--- src/rtl/clk_div_prog.sv ---
// clk_div_prog: runtime-programmable clock divider with period tick and load/ack handshake.
// Define CLKDIV_DUTY_EN to add a programmable high time (duty_in) captured with each load.
module clk_div_prog #(
    parameter int WIDTH       = 27,
    parameter int DEFAULT_DIV = 100_000
) (
    input  logic             incoming_CLK100MHZ,
    input  logic             incoming_RST_N,
    input  logic             enable,
    input  logic [WIDTH-1:0] div_in,
`ifdef CLKDIV_DUTY_EN
    input  logic [WIDTH-1:0] duty_in,
`endif
    input  logic             load,
    output logic             load_ack,
    output logic             busy,
    output logic             outgoing_CLK,
    output logic             tick
);
    localparam logic [WIDTH-1:0] DEF_N = WIDTH'(DEFAULT_DIV);
    localparam logic [WIDTH-1:0] DEF_H = WIDTH'(DEFAULT_DIV >> 1);
    localparam logic [WIDTH-1:0] ONE   = WIDTH'(1);
    localparam logic [WIDTH-1:0] TWO   = WIDTH'(2);

    logic [WIDTH-1:0] r_ctr, r_n, r_h, r_pend_div;
    logic             r_pending, r_out, r_tick, r_ack;
    logic [WIDTH-1:0] w_div_clamped, w_new_h;
    logic             w_last, w_apply;

    assign w_div_clamped = (div_in < TWO) ? TWO : div_in;
    assign w_last        = (r_ctr == r_n - ONE);
    // A pending load lands at a period boundary, or at once while stopped.
    assign w_apply       = r_pending & (w_last | ~enable);

`ifdef CLKDIV_DUTY_EN
    logic [WIDTH-1:0] r_pend_h, w_duty_clamped;
    // High time is clamped against the new period so the output always toggles.
    assign w_duty_clamped = (duty_in == '0) ? ONE :
                            (duty_in >= w_div_clamped) ? w_div_clamped - ONE : duty_in;
    assign w_new_h = r_pend_h;
    always_ff @(posedge incoming_CLK100MHZ or negedge incoming_RST_N) begin
        if (!incoming_RST_N)
            r_pend_h <= DEF_H;
        else if (load)
            r_pend_h <= w_duty_clamped;
    end
`else
    assign w_new_h = r_pend_div >> 1;
`endif

    always_ff @(posedge incoming_CLK100MHZ or negedge incoming_RST_N) begin
        if (!incoming_RST_N) begin
            r_ctr      <= '0;
            r_n        <= DEF_N;
            r_h        <= DEF_H;
            r_pend_div <= DEF_N;
            r_pending  <= 1'b0;
            r_out      <= 1'b0;
            r_tick     <= 1'b0;
            r_ack      <= 1'b0;
        end else begin
            if (enable) begin
                r_ctr  <= w_last ? '0 : r_ctr + ONE;
                r_out  <= (r_ctr < r_h);
                r_tick <= w_last;
            end else begin
                r_ctr  <= '0;
                r_out  <= 1'b0;
                r_tick <= 1'b0;
            end
            if (w_apply) begin
                r_n <= r_pend_div;
                r_h <= w_new_h;
            end
            if (load)
                r_pend_div <= w_div_clamped;
            r_pending <= load | (r_pending & ~w_apply);
            r_ack     <= w_apply;
        end
    end

    assign outgoing_CLK = r_out;
    assign tick         = r_tick;
    assign load_ack     = r_ack;
    assign busy         = r_pending;
endmodule
--- config.mk ---
export PLATFORM = sky130hd
export DESIGN_NAME = clk_div_prog
export DESIGN_NICKNAME = d
export VERILOG_FILES = /design/src/rtl/clk_div_prog.sv
export SDC_FILE = /design/constraint.sdc
export NUM_CORES = 1
export LEC_CHECK = 0
export CORE_AREA = 2 2 159 99
export CTS_BUF_LIST = sky130_fd_sc_hd__clkbuf_4
export DETAILED_ROUTE_END_ITERATION = 8
export DIE_AREA = 0 0 161 101
export GPL_TIMING_DRIVEN = 0
export SETUP_SLACK_MARGIN = 0.2
export SLEW_MARGIN = 30
export SYNTH_ARGS = -nofsm -noshare
export SYNTH_HDL_FRONTEND = slang
export SYNTH_SLANG_ARGS = --single-unit
--- constraint.sdc ---
create_clock -name incoming_CLK100MHZ -period 3.1 [get_ports incoming_CLK100MHZ]
set_input_delay 0.62 -clock incoming_CLK100MHZ [delete_from_list [all_inputs] [get_ports incoming_CLK100MHZ]]
set_output_delay 0.62 -clock incoming_CLK100MHZ [all_outputs]
set_load 0.02 [all_outputs]
* Word level (Yosys, flattened, before mapping)
Cells that the tools add are included.
** Word-level totals
- Register bits :: 111
- Input bits :: 31
** Cells by class
- Mux-type cells :: 5
- Eq/ne operators :: 1
- $lt $le $gt $ge :: 2
- Add/subtract/negate cells :: 2
- Bitwise logic cells :: 6
** Operators by type and width (count)
- $mux 27 :: 3
- $add 27x1->27 const B :: 1
- $eq 27x27->1 :: 1
- $lt 27x2->1 const B :: 1
- $lt 27x26->1 :: 1
- $sub 27x1->27 const B :: 1
- $and 1x1->1 :: 2
- $mux 1 :: 2
- $not 1->1 :: 2
- $or 1x1->1 :: 2

* Logic depth before layout (Yosys ltp)
Gate-level depths: netlist of run 1.
- Depth in word-level cells :: 7
- Depth in mapped cells :: 12

* Least setup slack after synthesis of run 1
OpenSTA, ideal clock, no wires.
- Path type :: register to register
- From :: register r_n[0]
- To :: register r_ctr[20]
- Path buffers :: 2
- Stages on the path, launching flop included :: 12
- Required time :: 2.981 ns
- Arrival :: 2.646 ns
- Period minus slack after synthesis :: 2.765 ns
- Path slack :: 0.335 ns
- Path through :: dfrtp_1 -> inv_1 -> ha_1 -> xor3_1 -> o32a_1 -> or4_1 -> a21oi_1 -> nand4_1 -> o21ai_2 -> buf_6 -> buf_6 -> nor2_1
** On the way
- Word-level cells in the longest chain between the ends :: 4
** Ends and longest elaborated chain
- start, declared :: line 25 : logic [WIDTH-1:0] r_ctr, r_n, r_h, r_pend_div;
- start signal, assigned :: line 72 : r_n <= r_pend_div;
- $sub 27x1->27 :: line 31 : assign w_last = (r_ctr == r_n - ONE);
- $eq 27x27->1 :: line 31
- $mux 27 :: line 63 : r_ctr <= w_last ? '0 : r_ctr + ONE;
- $mux 27 :: line 62 : if (enable) begin
- end signal, assigned :: line 63
- end, declared :: line 25
Every way passes these cells.
A chain may end at the register's enable or synchronous reset.

* Worst setup path in the final report of run 1
- From :: register r_n[18]
- To :: register r_ack (netlist: load_ack)
** On the way
- Word-level cells in the longest chain between the ends :: 4
** Ends and longest elaborated chain
- $sub 27x1->27 :: line 31
- $eq 27x27->1 :: line 31
- $or 1x1->1 :: line 33 : assign w_apply = r_pending & (w_last | ~enable);
- $and 1x1->1 :: line 33
- named net w_apply :: line 28 : logic w_last, w_apply;
- end signal, assigned :: line 78 : r_ack <= w_apply;
- end, declared :: line 26 : logic r_pending, r_out, r_tick, r_ack;
The timed path passes the listed nets, and every way through them passes these cells.

==> impl_results.md, run 1 <==
- Status: finished clean
- P per Cell Area: 424 mW/mm²
- Finished Layout Cells: 911
- Final Setup Violations: 0
- Worst Setup SP: r_n[18]
- Drt first pass iters: 7
- Sinks on the clock net: 85
- Chip height: 101 µm
- CP Launch Type: flip-flop
- Synth cell types: 63
- Core Area: 0.0149 mm²
- Nets@finish: 761
- # diodes: 0
- Most frequent cells in the layout: dfrtp_1 (66), nand3_1 (47), nor2_1 (42)
- Crit end category: flip-flop
- Place WS: -0.538 ns
- Worst-path fanout max: 7
- Maximum Capacitance Violations: 0
- Leak pwr: 2.94 nW
- Largest net degree at the start of global routing: 63
- Post-synthesis register bit count: 85
- Cell area after layout: 0.00713 mm²
- Commonest non-fill, non-tap cell in the layout: dfrtp_1
- Initial antenna violation count: 0
- Via Count: 5352
- PnR worst setup slack: 0.166 ns
- Post-Syn Nets: 690
- Post-DP Area: 0.00643 mm²
- Max-slew violation count: 0
- Die width: 161 µm
- Drt total wl: 17.5 mm
- Final hold vios: 0
- IO buf count: 33
- Max Freq: 341 MHz
- Critical path class: reg2reg
- Clock skew: 0.0290 ns
- Post-synth EDFFs: 0
- Post-Syn Area per Cell: 9.21 µm²
- Post-Syn Area: 0.00582 mm²
- Final period utilization: 94.6%
- Vias in the first global route: 5154
- Pin slew with the least headroom to its limit: 0.704 ns
- Post-DRT Antenna Nets: 0
- WP data required: 3.52 ns
- Fillers: 1402
- Area of the multi-input gates: 0.00354 mm²
- Fin crit period: 2.93 ns
- CTS buffer count: 9
- First-pass GRT wire length: 28.1 mm
- Top FF cell, synth: dfrtp_1
- Warnings, synthesis: 0
- CTS tree: done
- Worst-path clk slew: 0.18 ns
- Latest clock arrival within the worst-skew pair: 0.49 ns
- Clock buffer depth: 2
- Unrepaired setup endpoints after global routing: true
- Iteration-0 DRC Markers: 459
- Max_slew headroom: 52.6%
- Final RePlAce weighted congestion: 0.903
- Setup TNS: 0 ns
- Sequential area share after synthesis: 36.8%
- DR WL/cell: 19.2 µm
- Worst reg2reg startpoint: r_n[18]
- Async set-reset flop share out of synthesis: 100%
- Placed Instances: 869
- Worst VDD drop: 0.000192 V
- Reg area: 0.00215 mm²
- Drt via density: 5.87
- Total GRT Usage: 22.2%
- Grt ovf: 0
- Io pins: 35
- Class of the worst hold path: in2async
- Instance count of the mapped netlist: 632
- Row count: 35
- Share of cells above drive strength 1: 21.5%
- DP HPWL: 12.6 mm
- Min Hold Slack: 0.518 ns
- Synthesis-to-layout area growth: 22.6%
- CTS Root Cell: clkbuf_4
- Critical Path AT: 3.35 ns
- DRC Markers: 0
- Initial Util: 39.1%
- Die area: 0.0163 mm²
- H-tree lvl count: 3
-- state kept, by name, indices dropped and copies added, names as in the netlist --
register / flops
r_ctr: 27
r_n: 27
r_pend_div: 27
busy: 1
load_ack: 1
outgoing_CLK: 1
tick: 1
-- cells by family after synthesis --
group / Yosys count / share of synthesized area [%]
xor+xnor: 54 / 8.39
fa+ha+maj: 27 / 5.81
compound gates: 120 / 15.1
simple gates: 236 / 22.6
flops: 85 / 36.8
mux: 28 / 5.35
buf+inv: 82 / 5.93
-- final cells by class --
cell class,count,area share [%]
multi-input combinational,465,49.6
timing repair buffer,62,8.68
buffer,43,4.10
sequential,85,30.1
inverter,37,1.95
tap,203,3.56
clock inverter,6,0.877
clock buffer,10,1.05
-- synth_stat cells, types with 6 or more instances --
master    number  share of area, %
dfrtp_1       73                31
nor2_1        53               3.4
nand3_1       48               4.1
nand4_1       40               4.3
inv_1         37               2.4
a22oi_1       30               3.9
o211ai_1      30               3.9
ha_1          27               5.8
xnor2_1       27               4.1
clkbuf_1      26               1.7
xor2_1        26               3.9
mux2_2        25               4.8
nand2_1       18               1.2
nor4_1        15               1.6
a21o_1        13               1.7
buf_2         12               1.0
dfstp_2       12               5.4
nor3_1        12               1.0
a21oi_1       11              0.95
o21ai_0        8              0.69
or3_1          8              0.86
and3_1         6              0.65
nor2b_1        6              0.65
-- metal layers --
layer	vias up	GRT usage (%)	share of wire (%)
met2	193	31.7	41
met3	26	4.57	6.3
met5	-	0	0
met4	0	5.91	1.6
li1	2485	-	-
met1	2648	33.7	51
-- critical path, stage by stage, from the launching register on --
cell and delay (ns):
dfrtp_1 0.53, nor4_4 0.39, nand3_4 0.16, or4_4 0.57, a221oi_4 0.35, nand4bb_1 0.16, buf_6 0.17, o21ai_4 0.15
buf_8 0.16, buf_12 0.11, and2_4 0.12
-- per-stage QoR --
step	power, mW	utilization, %
6_report	3.02	47.9
5_1_grt	3.19	47.9
4_1_cts	2.94	46.1
3_5_place_dp	2.19	43.2
3_3_place_gp	2.15	43.0
2_1_floorplan	1.90	-
-- worst paths after layout --
| kind | slack (ns) | cells past startpoint | end |
|---|---|---|---|
| worst max register to register | 0.17 | 10 | load_ack |
| worst min-delay path | 0.52 | 2 | r_ctr[17] |
| worst min register to register | 0.53 | 2 | r_n[15] |
| max in group asynchronous | 1.91 | 3 | r_n[16] |
| min in group incoming_CLK100MHZ | 0.53 | 2 | r_n[15] |
| worst max-delay path | 0.17 | 10 | load_ack |
-- repair_timing --
item | 4_1_cts | 5_1_grt
setup buffers | 15 | 10
hold buffers | 1 | 0
gates cloned | 0 | 2
resized for setup | 43 | 48
endpoints found under the hold margin | 23 | 0
pin swaps | 11 | 27
endpoints found under the setup margin | 56 | 56
-- report_power, final --
part / internal, mW / switching, mW / leakage [nW]
clock network: 0.199 / 0.493 / 0.0771
registers: 1.23 / 0.167 / 1.04
logic: 0.420 / 0.513 / 1.83
Note: power is estimated with default switching activity, not from simulation.
==> inputs of run 2 (changes only) <==
Settings changed: CTS_CLUSTER_SIZE set to 40.
==> results of run 2 <==
No change in the layout: final DEF, timing and power equal those of run 1.
==> inputs of run 3 (changes only) <==
Settings changed: CTS_CLUSTER_SIZE 40 to 25.
==> results of run 3 <==
No change in the layout: final DEF, timing and power equal those of run 1.
